==> src/rtl/uart_rx_if.sv <==
// Read-side bundle of the UART receiver: show-ahead byte FIFO req/gnt port plus
// the receiver's one-cycle status pulses.
interface uart_rx_if;
    logic       oreq;
    logic       ognt;
    logic [7:0] odata;
    logic       o_frame_err;
    logic       o_overflow;

    modport master (
        output oreq,
        output odata,
        output o_frame_err,
        output o_overflow,
        input  ognt
    );

    modport slave (
        input  oreq,
        input  odata,
        input  o_frame_err,
        input  o_overflow,
        output ognt
    );
endinterface

==> src/rtl/uart_rx.sv <==
// 8N1 asynchronous serial receiver feeding a show-ahead byte FIFO with a req/gnt pop port.
// state   | meaning
// IDLE    | line idle, waiting for a low level on the synchronized input
// START   | half-bit wait, then confirm the start bit is still low
// DATA    | sampling 8 data bits LSB-first at bit centres
// STOP    | sampling the stop bit; push, overflow or framing error
// BREAK   | bad stop bit seen, waiting for the line to return high
module uart_rx #(
    parameter int UART_CLK_DIV = 434,
    parameter int FIFO_ASIZE   = 4
) (
    input  logic     clk,
    input  logic     rst_n,
    input  logic     i_uart_rx,
    uart_rx_if.master bus
);

    localparam int CW    = (UART_CLK_DIV > 2) ? $clog2(UART_CLK_DIV) : 1;
    localparam int DEPTH = 1 << FIFO_ASIZE;
    localparam logic [CW-1:0] CNT_HALF = CW'(UART_CLK_DIV / 2 - 1);
    localparam logic [CW-1:0] CNT_FULL = CW'(UART_CLK_DIV - 1);

    typedef enum logic [2:0] {
        S_IDLE,
        S_START,
        S_DATA,
        S_STOP,
        S_BREAK
    } state_t;

    state_t          state;
    state_t          state_nxt;
    logic [1:0]      sync_q;
    logic            rxs;
    logic [CW-1:0]   cnt;
    logic [CW-1:0]   cnt_nxt;
    logic [2:0]      bit_idx;
    logic [2:0]      bit_idx_nxt;
    logic [7:0]      shift;
    logic [7:0]      shift_nxt;
    logic            push;
    logic            frame_err_nxt;
    logic            overflow_nxt;
    logic            frame_err_q;
    logic            overflow_q;
    logic            cnt_zero;

    logic [FIFO_ASIZE-1:0] wr_ptr;
    logic [FIFO_ASIZE-1:0] rd_ptr;
    logic [7:0]            mem [DEPTH];
    logic                  fifo_empty;
    logic                  fifo_full;
    logic                  pop;

    // Two-stage synchronizer; idle-high reset so reset release never looks like a start bit.
    always_ff @(posedge clk or negedge rst_n) begin
        if (!rst_n) begin
            sync_q <= 2'b11;
        end else begin
            sync_q <= {sync_q[0], i_uart_rx};
        end
    end

    assign rxs      = sync_q[1];
    assign cnt_zero = (cnt == '0);

    always_ff @(posedge clk or negedge rst_n) begin
        if (!rst_n) begin
            state       <= S_IDLE;
            cnt         <= '0;
            bit_idx     <= '0;
            shift       <= '0;
            frame_err_q <= 1'b0;
            overflow_q  <= 1'b0;
        end else begin
            state       <= state_nxt;
            cnt         <= cnt_nxt;
            bit_idx     <= bit_idx_nxt;
            shift       <= shift_nxt;
            frame_err_q <= frame_err_nxt;
            overflow_q  <= overflow_nxt;
        end
    end

    always_comb begin
        state_nxt     = state;
        cnt_nxt       = cnt;
        bit_idx_nxt   = bit_idx;
        shift_nxt     = shift;
        push          = 1'b0;
        frame_err_nxt = 1'b0;
        overflow_nxt  = 1'b0;
        unique case (state)
            S_IDLE: begin
                if (!rxs) begin
                    cnt_nxt   = CNT_HALF;
                    state_nxt = S_START;
                end
            end
            S_START: begin
                if (cnt_zero) begin
                    if (rxs) begin
                        state_nxt = S_IDLE;
                    end else begin
                        cnt_nxt     = CNT_FULL;
                        bit_idx_nxt = '0;
                        state_nxt   = S_DATA;
                    end
                end else begin
                    cnt_nxt = cnt - 1'b1;
                end
            end
            S_DATA: begin
                if (cnt_zero) begin
                    shift_nxt   = {rxs, shift[7:1]};
                    cnt_nxt     = CNT_FULL;
                    bit_idx_nxt = bit_idx + 3'd1;
                    if (bit_idx == 3'd7) begin
                        state_nxt = S_STOP;
                    end
                end else begin
                    cnt_nxt = cnt - 1'b1;
                end
            end
            S_STOP: begin
                if (cnt_zero) begin
                    if (rxs) begin
                        if (fifo_full) begin
                            overflow_nxt = 1'b1;
                        end else begin
                            push = 1'b1;
                        end
                        state_nxt = S_IDLE;
                    end else begin
                        frame_err_nxt = 1'b1;
                        state_nxt     = S_BREAK;
                    end
                end else begin
                    cnt_nxt = cnt - 1'b1;
                end
            end
            S_BREAK: begin
                if (rxs) begin
                    state_nxt = S_IDLE;
                end
            end
            default: begin
                state_nxt = S_IDLE;
            end
        endcase
    end

    // Full is judged on the current pointers, so a same-cycle pop never frees a slot for the push.
    assign fifo_empty = (wr_ptr == rd_ptr);
    assign fifo_full  = ((wr_ptr + FIFO_ASIZE'(1)) == rd_ptr);
    assign pop        = !fifo_empty && bus.ognt;

    always_ff @(posedge clk or negedge rst_n) begin
        if (!rst_n) begin
            wr_ptr <= '0;
            rd_ptr <= '0;
        end else begin
            if (push) begin
                wr_ptr <= wr_ptr + FIFO_ASIZE'(1);
            end
            if (pop) begin
                rd_ptr <= rd_ptr + FIFO_ASIZE'(1);
            end
        end
    end

    always_ff @(posedge clk) begin
        if (push) begin
            mem[wr_ptr] <= shift;
        end
    end

    assign bus.oreq        = !fifo_empty;
    assign bus.odata       = mem[rd_ptr];
    assign bus.o_frame_err = frame_err_q;
    assign bus.o_overflow  = overflow_q;

endmodule

==> src/flat_wrapper.sv <==
// flat-port wrapper written by rule: the top's interface ports become plain ports
module uart_rx_flat 
#(
    parameter int UART_CLK_DIV = 434,
    parameter int FIFO_ASIZE   = 4
)
  (clk, rst_n, i_uart_rx, bus_oreq, bus_odata, bus_o_frame_err, bus_o_overflow, bus_ognt);
  uart_rx_if bus_i ();
  input  logic clk;
  input  logic rst_n;
  input  logic i_uart_rx;
  output wire logic [$bits(bus_i.oreq)-1:0] bus_oreq;
  output wire logic [$bits(bus_i.odata)-1:0] bus_odata;
  output wire logic [$bits(bus_i.o_frame_err)-1:0] bus_o_frame_err;
  output wire logic [$bits(bus_i.o_overflow)-1:0] bus_o_overflow;
  input wire logic [$bits(bus_i.ognt)-1:0] bus_ognt;
  assign bus_oreq = bus_i.oreq;
  assign bus_odata = bus_i.odata;
  assign bus_o_frame_err = bus_i.o_frame_err;
  assign bus_o_overflow = bus_i.o_overflow;
  assign bus_i.ognt = bus_ognt;
  uart_rx #(.UART_CLK_DIV(UART_CLK_DIV), .FIFO_ASIZE(FIFO_ASIZE)) u_core (.clk(clk), .rst_n(rst_n), .i_uart_rx(i_uart_rx), .bus(bus_i));
endmodule
==> config.mk <==
export PLATFORM = sky130hd
export DESIGN_NAME = uart_rx_flat
export DESIGN_NICKNAME = d
export VERILOG_FILES = /design/src/rtl/uart_rx_if.sv /design/src/rtl/uart_rx.sv /design/src/flat_wrapper.sv
export SDC_FILE = /design/constraint.sdc
export NUM_CORES = 1
export LEC_CHECK = 0
export CORE_ASPECT_RATIO = 0.75
export CORE_UTILIZATION = 50
export CTS_CLUSTER_SIZE = 25
export DETAILED_ROUTE_END_ITERATION = 8
export PLACE_DENSITY = 0.66
export SYNTH_ARGS = -nofsm -noshare
export SYNTH_HDL_FRONTEND = slang
export SYNTH_SLANG_ARGS = --single-unit
==> constraint.sdc <==
create_clock -name clk -period 3.4 [get_ports clk]
set_clock_uncertainty 0.2 [all_clocks]
set_input_delay 0.51 -clock clk [delete_from_list [all_inputs] [get_ports clk]]
set_output_delay 0.51 -clock clk [all_outputs]
set_load 0.1 [all_outputs]
==> flow_metrics.tcl <==
set metrics [dict create \
    cp_max_fo 17 \
    io_buffers 14 \
    drive_gt1_share_pct 20.43 \
    worstPathCellList "and2_1 -> a221oi_1 -> a22oi_1 -> nand2_1 -> buf_12" \
    fin_crit_sh_pct 94.64 \
    slowest_delay_ns 0.65 \
    setup.worst_path.end_class "output port" \
    max_cap_viol_count 0 \
    yosys-top-cells-area "edfxtp_1 (54%), dfrtp_1 (12%), mux4_2 (5.1%)" \
    track_usage_pct 23.13 \
    top_usage_layer "met1" \
    final_hold_viol_count 33 \
    irDropWorstVdd_mv 0.3811 \
    dp.final_hpwl_um 10310 \
    num-nets-final 470 \
    ys_seq_elements 163 \
    grt_pass1_vias 4026 \
    pre_cts_slack_ns 0.3874 \
    initial_core_util_pct 51.54 \
    critPathLaunchType "flip-flop" \
    clk_pin_slew_ns 0.06 \
    synthDistinctLibCells 65 \
    cts_made_buffers 17 \
    yosysSeqAreaShare_pct 66.41 \
    setup_slack_ns 0.1821 \
    hold_path.class "primary input to async pin" \
    clkLatencyLatePin_ns 0.43 \
    critPathKind "flip-flop to output port" \
    drt-wirelength-per-cell_um 24.11 \
    rows 37 \
    netlist_area_um2 7111 \
    final-setup-viol-count 0 \
    layout_common_cells "edfxtp_1 (128), mux2i_1 (33), dfrtp_1 (32)" \
    period_minus_slack_ns 3.218 \
    fmax_mhz 310.8 \
    pin_count 15 \
    cts-htree-levels 4 \
    synth-main-ff-cell "edfxtp_1" \
    yosysTopAreaCell "edfxtp_1" \
    cp.required_ns 2.69 \
    grt_max_degree 36 \
    dieArea_um2 14710 \
    p_leak_nw 2.475 \
    rsz0062_at_grt "false" \
    fp.dieW_um 139.7 \
    use_met1_pct 34.68 \
    cts.sinks 163 \
    via_per_inst 6.271 \
    synth_nets 453 \
    slew_headroom_pct 35.90 \
    core-area_um2 13800 \
    first_iter_violations 485 \
    drc 0 \
    worst_pin_slew_ns 0.9585 \
    clock-root-buffer "clkbuf_16" \
    cp_data_arrival_time_ns 2.51 \
    grt_overflow 0 \
    grtUsageMet2_pct 33.11 \
    yosys_warnings 0 \
    worst_path_max_delay_cell "dfrtp_1" \
    slew_viol_final 0 \
    cts_tree "built" \
    antenna_found_initial 0 \
    area_growth_syn_to_layout_pct 14.15 \
    vias 4045 \
    violations "negative hold slack" \
    nFillCells 1052 \
    async_flop_share_pct 21.47 \
    synth_enable_flop_cells 128 \
    pwr_density_cell_nw_per_um2 498.9 \
    tns_ns 0 \
    drt_pass1_iterations 4 \
    avgSynthCellArea_um2 16.12 \
    die_y_um 105.3 \
    layout_commonest_cell "edfxtp_1" \
    yosys.area.top_type_share_pct 54.06 \
    clock_path_buffers 2 \
    antenna_cells 0 \
    ant_nets 0 \
    gp_congestion 0.9226 \
    grt_pass1_wl_um 24330 \
    status "complete, but fails checks" \
    use_met3_pct 5.179 \
    hold_ws_ns -0.02476 \
    synthCells 441 \
    drt_wl_total_um 15550 \
]
layout make-up:
| class | instances | area, um2 | area share [%] |
|---|---|---|---|
| clock buffer | 18 | 429.2 | 5.288 |
| clock inverter | 13 | 158.9 | 1.958 |
| inverter | 18 | 67.56 | 0.8324 |
| multi-input combinational | 235 | 2216 | 27.30 |
| sequential | 163 | 4723 | 58.19 |
| tap | 175 | 219.0 | 2.698 |
| timing repair buffer | 23 | 302.8 | 3.731 |
critical path, delay by kind of cell (launching register included):
family          cells  cell delay [ns]
flops               1             0.65
buf+inv             1             0.20
compound gates      2             0.45
simple gates        2             0.77
sequential cells by signal, summed over array words and instances, names as in the netlist:
signal	cells
u_core.bus.o_overflow	1
u_core.cnt	9
u_core.bit_idx	3
u_core.rd_ptr	4
u_core.wr_ptr	4
u_core.bus.o_frame_err	1
u_core.shift	8
u_core.mem	128
u_core.sync_q	2
u_core.state	3
through the flow:
step | hold WS [ns] | std cells | instance area, um2 | utilization (%) | total power, mW
floorplan | 0.01441 | 441 | 7111 | - | 2.173
global placement | 0.1473 | 614 | 7521 | 54.52 | 2.186
detailed placement | 0.1530 | 614 | 7521 | 54.52 | 2.186
CTS | 0.004103 | 645 | 8112 | 58.80 | 4.073
global route | 0.04630 | 645 | 8117 | 58.83 | 4.162
finish | -0.02476 | 645 | 8117 | 58.83 | 4.049
Yosys cell counts (all sizes together), types with 4 or more instances:
cell,instances
and4,4
nor3,6
nand4,8
xnor2,9
o21ai,16
mux2i,33
clkbuf,14
a21oi,9
nor2,11
a221oi,19
a22oi,8
nand2,14
a211oi,5
dfrtp,33
inv,17
ha,8
edfxtp,128
buf,11
mux4,16
nand3,6
xor2,4
and4b,9
mux2,10
logic make-up (layout without fill, tap and decap cells):
group           Yosys count  count (layout)  synth area share, %
xor+xnor                 14              14                1.936
simple gates             76              76                7.813
flops                   163             163                66.41
buf+inv                  43              72                2.622
fa+ha+maj                 8               8                1.408
compound gates           78              78                8.095
mux                      59              59                11.72
where the power goes:
group / total, mW / switching, mW / internal [mW]
registers: 2.13 / 0.00172 / 2.13
logic: 0.0150 / 0.0118 / 0.00324
clock network: 1.90 / 0.756 / 1.15
total: 4.05 / 0.770 / 3.28
what timing repair did:
action | CTS | global route
hold endpoints to repair | 0 | 0
buffers inserted | 0 | 0
gates resized for setup | 1 | 1
pin swaps | 0 | 0
endpoints found under the setup margin | 6 | 1
cloned | 0 | 0
hold buffers | 0 | 0
layer usage:
metal	vias to the layer above	routed length [um]
met3	25	839
met5	-	0
met2	152	6956
met1	2061	7457
li1	1807	-
met4	0	298
final timing paths:
check | slack (ns) | depth (start not counted) | startpoint | end
worst max-delay path | 0.18 | 5 | u_core.rd_ptr[2] | bus_odata[7]
worst min-delay path | -0.02 | 1 | rst_n | u_core.bit_idx[0]
worst max register to register | 0.49 | 7 | u_core.cnt[0] | u_core.mem[15][6]
worst min register to register | 0.16 | 0 | u_core.sync_q[0] | u_core.sync_q[1]
max in group asynchronous | 2.44 | 1 | rst_n | u_core.rd_ptr[0]
min in group clk | 0.16 | 0 | u_core.sync_q[0] | u_core.sync_q[1]
Note: power is estimated with default switching activity, not from simulation.
